File: config.mk
export PLATFORM = sky130hd
export DESIGN_NAME = m68k_bus_ctrl_flat
export DESIGN_NICKNAME = d
export VERILOG_FILES = /design/src/rtl/m68k_bus_ctrl_pkg.sv /design/src/rtl/m68k_bus_ctrl_if.sv /design/src/rtl/m68k_bus_ctrl_ipl.sv /design/src/rtl/m68k_bus_ctrl.sv /design/src/flat_wrapper.sv
export SDC_FILE = /design/constraint.sdc
export NUM_CORES = 1
export LEC_CHECK = 0
export CORE_AREA = 4 4 156 158
export DETAILED_ROUTE_END_ITERATION = 7
export DIE_AREA = 0 0 160 162
export GPL_TIMING_DRIVEN = 0
export HOLD_SLACK_MARGIN = 0.02
export PLACE_DENSITY_LB_ADDON = 0.25
export SETUP_SLACK_MARGIN = 0.05
export SYNTH_ARGS = -nofsm -noshare
export SYNTH_HDL_FRONTEND = slang
export SYNTH_HIERARCHICAL = 1
export SYNTH_SLANG_ARGS = --single-unit
File: constraint.sdc
create_clock -name clk -period 3.4 [get_ports clk]
set_input_delay 1.02 -clock clk [delete_from_list [all_inputs] [get_ports clk]]
set_output_delay 1.02 -clock clk [all_outputs]
set_load 0.03 [all_outputs]
File: src/rtl/m68k_bus_ctrl_pkg.sv
// m68k_bus_ctrl_pkg.sv
// Shared state encoding, bus constants and the IPL priority encoder helper.
package m68k_bus_pkg;

   typedef enum logic [2:0] {
      S_IDLE   = 3'd0,
      S_ACCESS = 3'd1,
      S_ACK    = 3'd2,
      S_IACK   = 3'd3,
      S_BERR   = 3'd4
   } bus_state_e;

   localparam logic [2:0] FC_IACK  = 3'b111;
   localparam logic [2:0] IPL_NONE = 3'b111;

   // Highest pending request level (bit i is level i+1), returned active low.
   function automatic logic [2:0] ipl_encode(input logic [6:0] irq);
      logic [2:0] lvl;
      lvl = 3'd0;
      for (int i = 0; i < 7; i++) begin
         if (irq[i]) begin
            lvl = 3'(i + 1);
         end
      end
      return ~lvl;
   endfunction

endpackage

File: src/rtl/m68k_bus_ctrl_if.sv
// m68k_bus_ctrl_if.sv
// 68000 CPU-side bus: strobes, address/data and the acknowledge lines.
interface m68k_bus_ctrl_if #(
   parameter int ADDR_W = 24
);
   logic [ADDR_W-1:0] cpu_a;
   logic              cpu_as_n;
   logic              cpu_uds_n;
   logic              cpu_lds_n;
   logic              cpu_r_w_n;
   logic [2:0]        cpu_fc;
   logic [15:0]       cpu_d_out;
   logic [15:0]       cpu_d_in;
   logic              cpu_dtack_n;
   logic              cpu_berr_n;
   logic              cpu_vpa_n;
   logic [2:0]        cpu_ipl_n;

   modport master (
      output cpu_a, cpu_as_n, cpu_uds_n, cpu_lds_n,
      output cpu_r_w_n, cpu_fc, cpu_d_out,
      input  cpu_d_in, cpu_dtack_n, cpu_berr_n,
      input  cpu_vpa_n, cpu_ipl_n
   );

   modport slave (
      input  cpu_a, cpu_as_n, cpu_uds_n, cpu_lds_n,
      input  cpu_r_w_n, cpu_fc, cpu_d_out,
      output cpu_d_in, cpu_dtack_n, cpu_berr_n,
      output cpu_vpa_n, cpu_ipl_n
   );
endinterface

File: src/rtl/m68k_bus_ctrl_ipl.sv
// m68k_bus_ctrl_ipl.sv
// Registers the priority-encoded interrupt level onto the active-low IPL bus.
module m68k_ipl_encoder
   import m68k_bus_pkg::*;
(
   input  logic       clk,
   input  logic       reset,
   input  logic [6:0] irq,
   output logic [2:0] ipl_n
);
   logic [2:0] ipl_n_d;
   logic [2:0] ipl_n_q;

   // Encode the highest pending level.
   always_comb begin
      ipl_n_d = ipl_encode(irq);
   end

   // One-cycle registered IPL, idle level on reset.
   always_ff @(posedge clk) begin
      if (reset) begin
         ipl_n_q <= IPL_NONE;
      end else begin
         ipl_n_q <= ipl_n_d;
      end
   end

   assign ipl_n = ipl_n_q;

endmodule

File: src/rtl/m68k_bus_ctrl.sv
// m68k_bus_ctrl.sv
// 68000 bus glue: region decode, DTACK wait states, BERR watchdog, autovector IACK.
module m68k_bus_ctrl
   import m68k_bus_pkg::*;
#(
   parameter int NUM_REGIONS = 4,
   parameter int ADDR_W      = 24,
   parameter int WAIT_W      = 4,
   parameter int TIMEOUT     = 64
) (
   input  logic                          clk,
   input  logic                          reset,
   m68k_bus_ctrl_if.slave                cpu,
   input  logic [NUM_REGIONS*ADDR_W-1:0] region_base,
   input  logic [NUM_REGIONS*ADDR_W-1:0] region_mask,
   input  logic [NUM_REGIONS*WAIT_W-1:0] region_wait,
   output logic [NUM_REGIONS-1:0]        mem_sel,
   output logic                          mem_rd,
   output logic                          mem_wr,
   output logic [1:0]                    mem_be,
   output logic [ADDR_W-2:0]             mem_addr,
   output logic [15:0]                   mem_wdata,
   input  logic [NUM_REGIONS*16-1:0]     mem_rdata,
   input  logic [NUM_REGIONS-1:0]        mem_ready,
   input  logic [6:0]                    irq,
   output logic                          iack_valid,
   output logic [2:0]                    iack_level
);
   localparam int IDX_W = (NUM_REGIONS > 1) ? $clog2(NUM_REGIONS) : 1;
   localparam int TO_W  = $clog2(TIMEOUT);
   localparam logic [TO_W-1:0]   TO_LAST = TO_W'(TIMEOUT - 1);
   localparam logic [ADDR_W-1:0] A_CMP   = {{(ADDR_W-1){1'b1}}, 1'b0};

   bus_state_e state_q, state_d;

   logic [NUM_REGIONS-1:0] mem_sel_q, mem_sel_d;
   logic                   mem_rd_q, mem_rd_d;
   logic                   mem_wr_q, mem_wr_d;
   logic [1:0]             mem_be_q, mem_be_d;
   logic [ADDR_W-2:0]      mem_addr_q, mem_addr_d;
   logic [15:0]            mem_wdata_q, mem_wdata_d;
   logic [15:0]            d_in_q, d_in_d;
   logic                   dtack_n_q, dtack_n_d;
   logic                   berr_n_q, berr_n_d;
   logic                   vpa_n_q, vpa_n_d;
   logic                   iack_valid_q, iack_valid_d;
   logic [2:0]             iack_level_q, iack_level_d;
   logic [WAIT_W-1:0]      wait_q, wait_d;
   logic [TO_W-1:0]        to_q, to_d;
   logic [IDX_W-1:0]       idx_q, idx_d;

   logic                   cyc_start;
   logic                   hit;
   logic [IDX_W-1:0]       hit_idx;
   logic [NUM_REGIONS-1:0] hit_oh;
   logic [WAIT_W-1:0]      hit_wait;
   logic                   cur_ready;
   logic [15:0]            cur_rdata;

   assign cyc_start = ~cpu.cpu_as_n & (~cpu.cpu_uds_n | ~cpu.cpu_lds_n);

   // Region decode; scanning downwards lets the lowest matching index win.
   always_comb begin
      hit     = 1'b0;
      hit_idx = '0;
      hit_oh  = '0;
      for (int r = NUM_REGIONS - 1; r >= 0; r--) begin
         if ((((cpu.cpu_a ^ region_base[r*ADDR_W +: ADDR_W])
               & region_mask[r*ADDR_W +: ADDR_W]) & A_CMP) == '0) begin
            hit       = 1'b1;
            hit_idx   = IDX_W'(r);
            hit_oh    = '0;
            hit_oh[r] = 1'b1;
         end
      end
   end

   // Per-region muxes: wait count for the decoded hit, ready/data for the latched one.
   always_comb begin
      hit_wait  = '0;
      cur_ready = 1'b0;
      cur_rdata = '0;
      for (int r = 0; r < NUM_REGIONS; r++) begin
         if (hit_idx == IDX_W'(r)) begin
            hit_wait = region_wait[r*WAIT_W +: WAIT_W];
         end
         if (idx_q == IDX_W'(r)) begin
            cur_ready = mem_ready[r];
            cur_rdata = mem_rdata[r*16 +: 16];
         end
      end
   end

   // Bus cycle FSM: next state and registered outputs.
   always_comb begin
      state_d      = state_q;
      mem_sel_d    = mem_sel_q;
      mem_rd_d     = mem_rd_q;
      mem_wr_d     = mem_wr_q;
      mem_be_d     = mem_be_q;
      mem_addr_d   = mem_addr_q;
      mem_wdata_d  = mem_wdata_q;
      d_in_d       = d_in_q;
      dtack_n_d    = dtack_n_q;
      berr_n_d     = berr_n_q;
      vpa_n_d      = vpa_n_q;
      iack_valid_d = 1'b0;
      iack_level_d = iack_level_q;
      wait_d       = wait_q;
      to_d         = to_q;
      idx_d        = idx_q;

      unique case (state_q)
         S_IDLE: begin
            if (cyc_start) begin
               if (cpu.cpu_fc == FC_IACK) begin
                  state_d      = S_IACK;
                  vpa_n_d      = 1'b0;
                  iack_valid_d = 1'b1;
                  iack_level_d = cpu.cpu_a[3:1];
               end else if (hit) begin
                  state_d     = S_ACCESS;
                  mem_sel_d   = hit_oh;
                  mem_rd_d    = cpu.cpu_r_w_n;
                  mem_wr_d    = ~cpu.cpu_r_w_n;
                  mem_be_d    = {~cpu.cpu_uds_n, ~cpu.cpu_lds_n};
                  mem_addr_d  = cpu.cpu_a[ADDR_W-1:1];
                  mem_wdata_d = cpu.cpu_d_out;
                  wait_d      = hit_wait;
                  to_d        = '0;
                  idx_d       = hit_idx;
               end else begin
                  state_d  = S_BERR;
                  berr_n_d = 1'b0;
               end
            end
         end
         S_ACCESS: begin
            if (cpu.cpu_as_n) begin
               state_d   = S_IDLE;
               mem_sel_d = '0;
               mem_rd_d  = 1'b0;
               mem_wr_d  = 1'b0;
               mem_be_d  = '0;
            end else if (wait_q == '0 && cur_ready) begin
               state_d   = S_ACK;
               dtack_n_d = 1'b0;
               if (mem_rd_q) begin
                  d_in_d = cur_rdata;
               end
               mem_sel_d = '0;
               mem_rd_d  = 1'b0;
               mem_wr_d  = 1'b0;
               mem_be_d  = '0;
            end else if (to_q == TO_LAST) begin
               state_d   = S_BERR;
               berr_n_d  = 1'b0;
               mem_sel_d = '0;
               mem_rd_d  = 1'b0;
               mem_wr_d  = 1'b0;
               mem_be_d  = '0;
            end else begin
               to_d = to_q + 1'b1;
               if (wait_q != '0) begin
                  wait_d = wait_q - 1'b1;
               end
            end
         end
         S_ACK: begin
            if (cpu.cpu_as_n) begin
               state_d   = S_IDLE;
               dtack_n_d = 1'b1;
            end
         end
         S_BERR: begin
            if (cpu.cpu_as_n) begin
               state_d  = S_IDLE;
               berr_n_d = 1'b1;
            end
         end
         S_IACK: begin
            if (cpu.cpu_as_n) begin
               state_d = S_IDLE;
               vpa_n_d = 1'b1;
            end
         end
         default: begin
            state_d = S_IDLE;
         end
      endcase
   end

   // State and output registers; reset drops any cycle in flight without an ack.
   always_ff @(posedge clk) begin
      if (reset) begin
         state_q      <= S_IDLE;
         mem_sel_q    <= '0;
         mem_rd_q     <= 1'b0;
         mem_wr_q     <= 1'b0;
         mem_be_q     <= '0;
         mem_addr_q   <= '0;
         mem_wdata_q  <= '0;
         d_in_q       <= '0;
         dtack_n_q    <= 1'b1;
         berr_n_q     <= 1'b1;
         vpa_n_q      <= 1'b1;
         iack_valid_q <= 1'b0;
         iack_level_q <= '0;
         wait_q       <= '0;
         to_q         <= '0;
         idx_q        <= '0;
      end else begin
         state_q      <= state_d;
         mem_sel_q    <= mem_sel_d;
         mem_rd_q     <= mem_rd_d;
         mem_wr_q     <= mem_wr_d;
         mem_be_q     <= mem_be_d;
         mem_addr_q   <= mem_addr_d;
         mem_wdata_q  <= mem_wdata_d;
         d_in_q       <= d_in_d;
         dtack_n_q    <= dtack_n_d;
         berr_n_q     <= berr_n_d;
         vpa_n_q      <= vpa_n_d;
         iack_valid_q <= iack_valid_d;
         iack_level_q <= iack_level_d;
         wait_q       <= wait_d;
         to_q         <= to_d;
         idx_q        <= idx_d;
      end
   end

   m68k_ipl_encoder u_ipl (
      .clk   (clk),
      .reset (reset),
      .irq   (irq),
      .ipl_n (cpu.cpu_ipl_n)
   );

   assign cpu.cpu_d_in    = d_in_q;
   assign cpu.cpu_dtack_n = dtack_n_q;
   assign cpu.cpu_berr_n  = berr_n_q;
   assign cpu.cpu_vpa_n   = vpa_n_q;
   assign mem_sel         = mem_sel_q;
   assign mem_rd          = mem_rd_q;
   assign mem_wr          = mem_wr_q;
   assign mem_be          = mem_be_q;
   assign mem_addr        = mem_addr_q;
   assign mem_wdata       = mem_wdata_q;
   assign iack_valid      = iack_valid_q;
   assign iack_level      = iack_level_q;

endmodule

File: src/flat_wrapper.sv
// flat-port wrapper written by rule: the top's interface ports become plain ports
module m68k_bus_ctrl_flat import m68k_bus_pkg::*;
#(
   parameter int NUM_REGIONS = 4,
   parameter int ADDR_W      = 24,
   parameter int WAIT_W      = 4,
   parameter int TIMEOUT     = 64
)
  (clk, reset, region_base, region_mask, region_wait, mem_sel, mem_rd, mem_wr, mem_be, mem_addr, mem_wdata, mem_rdata, mem_ready, irq, iack_valid, iack_level, cpu_cpu_a, cpu_cpu_as_n, cpu_cpu_uds_n, cpu_cpu_lds_n, cpu_cpu_r_w_n, cpu_cpu_fc, cpu_cpu_d_out, cpu_cpu_d_in, cpu_cpu_dtack_n, cpu_cpu_berr_n, cpu_cpu_vpa_n, cpu_cpu_ipl_n);
  m68k_bus_ctrl_if #(.ADDR_W(ADDR_W)) cpu_i ();
  input  logic clk;
  input  logic reset;
  input  logic [NUM_REGIONS*ADDR_W-1:0] region_base;
  input  logic [NUM_REGIONS*ADDR_W-1:0] region_mask;
  input  logic [NUM_REGIONS*WAIT_W-1:0] region_wait;
  output logic [NUM_REGIONS-1:0] mem_sel;
  output logic mem_rd;
  output logic mem_wr;
  output logic [1:0] mem_be;
  output logic [ADDR_W-2:0] mem_addr;
  output logic [15:0] mem_wdata;
  input  logic [NUM_REGIONS*16-1:0] mem_rdata;
  input  logic [NUM_REGIONS-1:0] mem_ready;
  input  logic [6:0] irq;
  output logic iack_valid;
  output logic [2:0] iack_level;
  input wire logic [$bits(cpu_i.cpu_a)-1:0] cpu_cpu_a;
  input wire logic [$bits(cpu_i.cpu_as_n)-1:0] cpu_cpu_as_n;
  input wire logic [$bits(cpu_i.cpu_uds_n)-1:0] cpu_cpu_uds_n;
  input wire logic [$bits(cpu_i.cpu_lds_n)-1:0] cpu_cpu_lds_n;
  input wire logic [$bits(cpu_i.cpu_r_w_n)-1:0] cpu_cpu_r_w_n;
  input wire logic [$bits(cpu_i.cpu_fc)-1:0] cpu_cpu_fc;
  input wire logic [$bits(cpu_i.cpu_d_out)-1:0] cpu_cpu_d_out;
  output wire logic [$bits(cpu_i.cpu_d_in)-1:0] cpu_cpu_d_in;
  output wire logic [$bits(cpu_i.cpu_dtack_n)-1:0] cpu_cpu_dtack_n;
  output wire logic [$bits(cpu_i.cpu_berr_n)-1:0] cpu_cpu_berr_n;
  output wire logic [$bits(cpu_i.cpu_vpa_n)-1:0] cpu_cpu_vpa_n;
  output wire logic [$bits(cpu_i.cpu_ipl_n)-1:0] cpu_cpu_ipl_n;
  assign cpu_i.cpu_a = cpu_cpu_a;
  assign cpu_i.cpu_as_n = cpu_cpu_as_n;
  assign cpu_i.cpu_uds_n = cpu_cpu_uds_n;
  assign cpu_i.cpu_lds_n = cpu_cpu_lds_n;
  assign cpu_i.cpu_r_w_n = cpu_cpu_r_w_n;
  assign cpu_i.cpu_fc = cpu_cpu_fc;
  assign cpu_i.cpu_d_out = cpu_cpu_d_out;
  assign cpu_cpu_d_in = cpu_i.cpu_d_in;
  assign cpu_cpu_dtack_n = cpu_i.cpu_dtack_n;
  assign cpu_cpu_berr_n = cpu_i.cpu_berr_n;
  assign cpu_cpu_vpa_n = cpu_i.cpu_vpa_n;
  assign cpu_cpu_ipl_n = cpu_i.cpu_ipl_n;
  m68k_bus_ctrl #(.NUM_REGIONS(NUM_REGIONS), .ADDR_W(ADDR_W), .WAIT_W(WAIT_W), .TIMEOUT(TIMEOUT)) u_core (.clk(clk), .reset(reset), .cpu(cpu_i), .region_base(region_base), .region_mask(region_mask), .region_wait(region_wait), .mem_sel(mem_sel), .mem_rd(mem_rd), .mem_wr(mem_wr), .mem_be(mem_be), .mem_addr(mem_addr), .mem_wdata(mem_wdata), .mem_rdata(mem_rdata), .mem_ready(mem_ready), .irq(irq), .iack_valid(iack_valid), .iack_level(iack_level));
endmodule
==> results by stage <==
Clocking:
- After clock tree synthesis, the clock-pin slew on the worst setup and hold paths is 0.07 ns.
- The clock net in this run drives a total of 88 sinks.
- The longest clock path from root to sink contains 2 buffers.
- The maximum level of the CTS H-tree is 3.
- The hold-fix buffer count after cts is 0.
- The clock reaches the later pin of the worst-skew pair after 0.35 ns.
- In this run, CTS created clock tree buffers numbering 9.
- CTS placed an instance of sky130_fd_sc_hd__clkbuf_16 at the clock tree root.
- TritonCTS built the clock tree.

Min path:
- The end point of the worst hold path is u_core/iack_level[1].
- Counting instances, the worst hold path has a depth of 2.
- The critical hold path startpoint is u_core/iack_level[1].
- The type of the tightest min-delay check is reg2reg.

Setup path:
- The data required time at the worst endpoint is 3.63 ns.
- The highest cell delay on the worst timing path is 0.45 ns.
- The path depth of the worst reg2reg path is 8.
- The kind of capture point of the worst setup path is a flip-flop.
- For flop-to-flop paths, the worst setup slack is 0.59 ns.
- The worst-path maximum fanout is 4.
- The setup path with the least slack is of type in2reg.
- The cell occurring most often along the worst timing path is sky130_fd_sc_hd__buf_4.
- The startpoint identified for the worst register-to-register timing path is u_core/state_q[0].
- The end of the worst register-to-register path is u_core/mem_rd.
- The worst setup path is launched from an input port.
- Traced cell by cell, the critical path runs through clkdlybuf4s50_1 -> xor2_1 -> a22oi_1 -> nand4_1 -> buf_4 -> nor4_4 -> buf_4 -> nor3_4 -> buf_4 -> a221o_1 -> o221a_1 -> a211o_1.
- The largest individual stage delay along the critical path comes from the cell sky130_fd_sc_hd__clkdlybuf4s50_1.
- The worst path arrival time is 3.56 ns.

Logic synthesis:
- Yosys mapped a number of flops with a built-in enable equal to 0.
- The unique cell type count in the Yosys netlist is 57.
- The synthesized design contains 88 register bits.
- The leading register cell type out of synthesis is sky130_fd_sc_hd__dfxtp_1.
- The post-synthesis async set-or-reset flop share is 0%.
- A synthesized cell averages 9.30 um^2.
- When the netlist entered floorplanning its net count stood at 931.
- The combined area of all synthesized cells is 5540 um^2.
- The number of instances in the synthesized netlist is 596.
- Sequential elements use 31.8% of the synthesized area.
- The number of warnings reported in the yosys synthesis log is 6.

Finish:
- The sequential cell area is 1760 um^2.
- Once layout is done, the placed cells without fillers occupy 10,300 um^2.
- The share of post-route cells with drive strength above 1 is 11.5%.
- The total inserted antenna cells is 0.
- In the final layout, the multi-input gates occupy 3600 um^2.
- The number of nets at the end of the flow is 1,329.
- The fill cell total of the finished layout is 2,309.
- The library cell used most frequently in the layout, excluding fill and tap cells, is sky130_fd_sc_hd__clkdlybuf4s50_1.
- The library cells used most frequently in the layout, excluding fill and tap cells, are 354 x sky130_fd_sc_hd__clkdlybuf4s50_1, 94 x sky130_fd_sc_hd__xor2_1, 88 x sky130_fd_sc_hd__dfxtp_1.
- Relative to the synthesized area, the layout overhead comes to 85.1%.

Power:
- The clock share of power is 35.4%.
- The internal power is 2.00 mW.
- The areal power density over the cells is 269 nW/um^2.
- The worst-case vdd ir drop is 0.217 mV.
- The sequential share of power is 37.8%.
- For this design the total switching power over the nets is 0.762 mW.
- The logic gate share of total power is 26.8%.
- Net switching is 27.6% of the power.
- The static leakage is 4.05 nW.
- The final total power is 2.76 mW.

Route:
- The count of nets left with antenna violations once routing finished came out at 0.
- The number of DRC markers after the initial detailed-route iteration is 220.
- Across all layers, the routed design uses 5,957 vias.
- The mean routed wirelength per cell is 20.7 um.
- The detailed-routing iteration count for the pre-antenna-repair pass is 4.
- The total DRC errors in the routed layout is 0.
- After detailed routing, the number of vias per cell comes to 4.62.
- The final wirelength is 26.7 mm.

Floorplan:
- The die outline height is 162 um.
- The floorplan die area is 25,900 um^2.
- During I/O placement, the number of pins put on the boundary was 405.
- The area of the placeable core is 23,100 um^2.
- The starting utilization of the core area is 24.0%.
- The die is 160 um wide.
- In this run the core area contains 56 standard-cell rows.

Global routing:
- The via count of the first global-routing pass is 6,151.
- Entering global routing, the biggest net connects 18 pins.
- The total congestion overflow after global routing is 0.
- The wire length of the first global-routing pass is 37.7 mm.
- The initial antenna violation count was 0.
- Global routing used 19.5% of the available tracks across all layers.

Timing:
- The number of failing hold endpoints at the final stage is 0.
- The tightest slew margin relative to the limit is 40.8%.
- The final worst clock skew is 0.00735 ns.
- Timing would allow up to 301 MHz.
- The measured slew at the worst slew-check pin is 0.888 ns.
- The final cycle utilization of the critical path is 97.7%.
- Setup repair after global routing could not meet its margin everywhere.
- The smallest clock period supported by the final layout is computed as 3.32 ns.
- The final-report max-slew violation count came to 0.
- The final setup violation count is 0.

Run status:
- The flow ran to the end, and the final reports show no timing, DRC or antenna violations.

Placement:
- Port buffering added 372 buffers.
- The instance area after placement is 9630 um^2.
- The HPWL after detailed placement is 22.5 mm.
- The placer congestion estimate is 0.851.

Job:
- The number of max-cap violations is 0.
## power by group through the flow
stage / logic, mW / registers [mW] / clock network (mW)
after detailed placement: 0.722 / 1.07 / 0
after global routing: 0.789 / 1.05 / 1.05
after floorplan: 0.239 / 1.08 / 0
after CTS: 0.741 / 1.04 / 1.02
final: 0.741 / 1.04 / 0.977
after global placement: 0.718 / 1.07 / 0
## cells in the mapped netlist (all sizes together) (2+ instances only)
cell	number	area, um^2
a31oi	2	12.5
a221o	2	20.0
nand2	25	98.8
o31ai	2	15.0
nand3	13	65.1
dfxtp	88	1760
nor4	6	88.8
and3	4	25.0
a21o	4	30.0
buf	30	215
clkbuf	16	60.1
o221a	2	22.5
xor2	96	841
nor3b	2	20.0
nor2b	5	31.3
nor3	9	45.0
mux2i	56	561
inv	9	33.8
nand4	12	81.3
or4	3	26.3
a22oi	44	330
a221oi	3	26.3
ha	3	37.5
o21ai	18	90.1
a21oi	26	141
nand2b	3	18.8
a211o	2	17.5
or3	7	48.8
nor2	74	280
mux4	17	383
## layer usage
metal,track usage [%],vias up,part of all wire [%]
li1,-,2931,-
met1,22.3,2789,40
met2,36.1,210,52
met3,5.51,27,6.5
met4,4.73,0,1.9
met5,0,-,0
## critical path, delay by kind of cell
| kind | cells | cell delay, ns |
|---|---|---|
| compound gates | 4 | 1.00 |
| simple gates | 3 | 0.44 |
| buf+inv | 4 | 0.95 |
| xor+xnor | 1 | 0.16 |
## registers in the layout, summed over array words and instances (netlist names), 2 cells and up
| signal | count |
|---|---|
| u_core/idx_q | 2 |
| u_core/wait_q | 4 |
| u_core/mem_wdata | 16 |
| u_core/iack_level | 3 |
| u_core/to_q | 6 |
| u_core/mem_sel | 4 |
| u_core/cpu.cpu_d_in | 16 |
| u_core/mem_addr | 23 |
| u_core/u_ipl/ipl_n | 3 |
| u_core/state_q | 3 |
| u_core/mem_be | 2 |
## layout make-up
cell class	instances	share of cell area, %
Buffer	47	3.12
Clock buffer	9	2.19
Clock inverter	7	0.622
Inverter	9	0.329
Multi-Input combinational cell	452	35.1
Sequential cell	88	17.2
Tap cell	290	3.53
Timing Repair Buffer	387	38.0
## how the worst max path moves through the flow
stage	slack [ns]	start	end
floorplan	0.28	cpu_cpu_a[14]	u_core/wait_q[1]
global placement	-1.04	cpu_cpu_a[2]	u_core/wait_q[2]
detailed placement	-1.03	cpu_cpu_a[2]	u_core/wait_q[2]
CTS	0.02	region_base[62]	u_core/wait_q[2]
global route	0.02	region_base[69]	u_core/wait_q[1]
finish	0.08	region_base[43]	u_core/wait_q[0]
## stage by stage
stage,setup WS [ns],utilization (%),hold WS [ns],cells,setup TNS (ns)
5_1_grt,0.0191,44.4,0.484,1289,0
4_1_cts,0.0184,43.6,0.462,1282,0
3_5_place_dp,-1.03,41.7,0.453,1258,-38.78
6_report,0.0768,44.4,0.461,1289,0
3_3_place_gp,-1.04,41.7,0.448,1258,-38.65
2_1_floorplan,0.280,-,0.462,596,0
## cell families after synthesis
| kind of cell | count (synthesis) | share of synthesized area, % |
|---|---|---|
| fa+ha+maj | 3 | 0.677 |
| xor+xnor | 97 | 15.3 |
| simple gates | 164 | 15.1 |
| buf+inv | 56 | 5.75 |
| mux | 74 | 17.2 |
| flops | 88 | 31.8 |
| compound gates | 114 | 14.2 |
## what timing repair did
action / in CTS / in global routing
buffers inserted: 8 / 7
resized for setup: 27 / 32
hold endpoints to repair: 0 / 0
endpoints found under the setup margin: 58 / 56
gates cloned: 0 / 0
pin swaps: 16 / 35
Note: power is estimated with default switching activity, not from simulation.
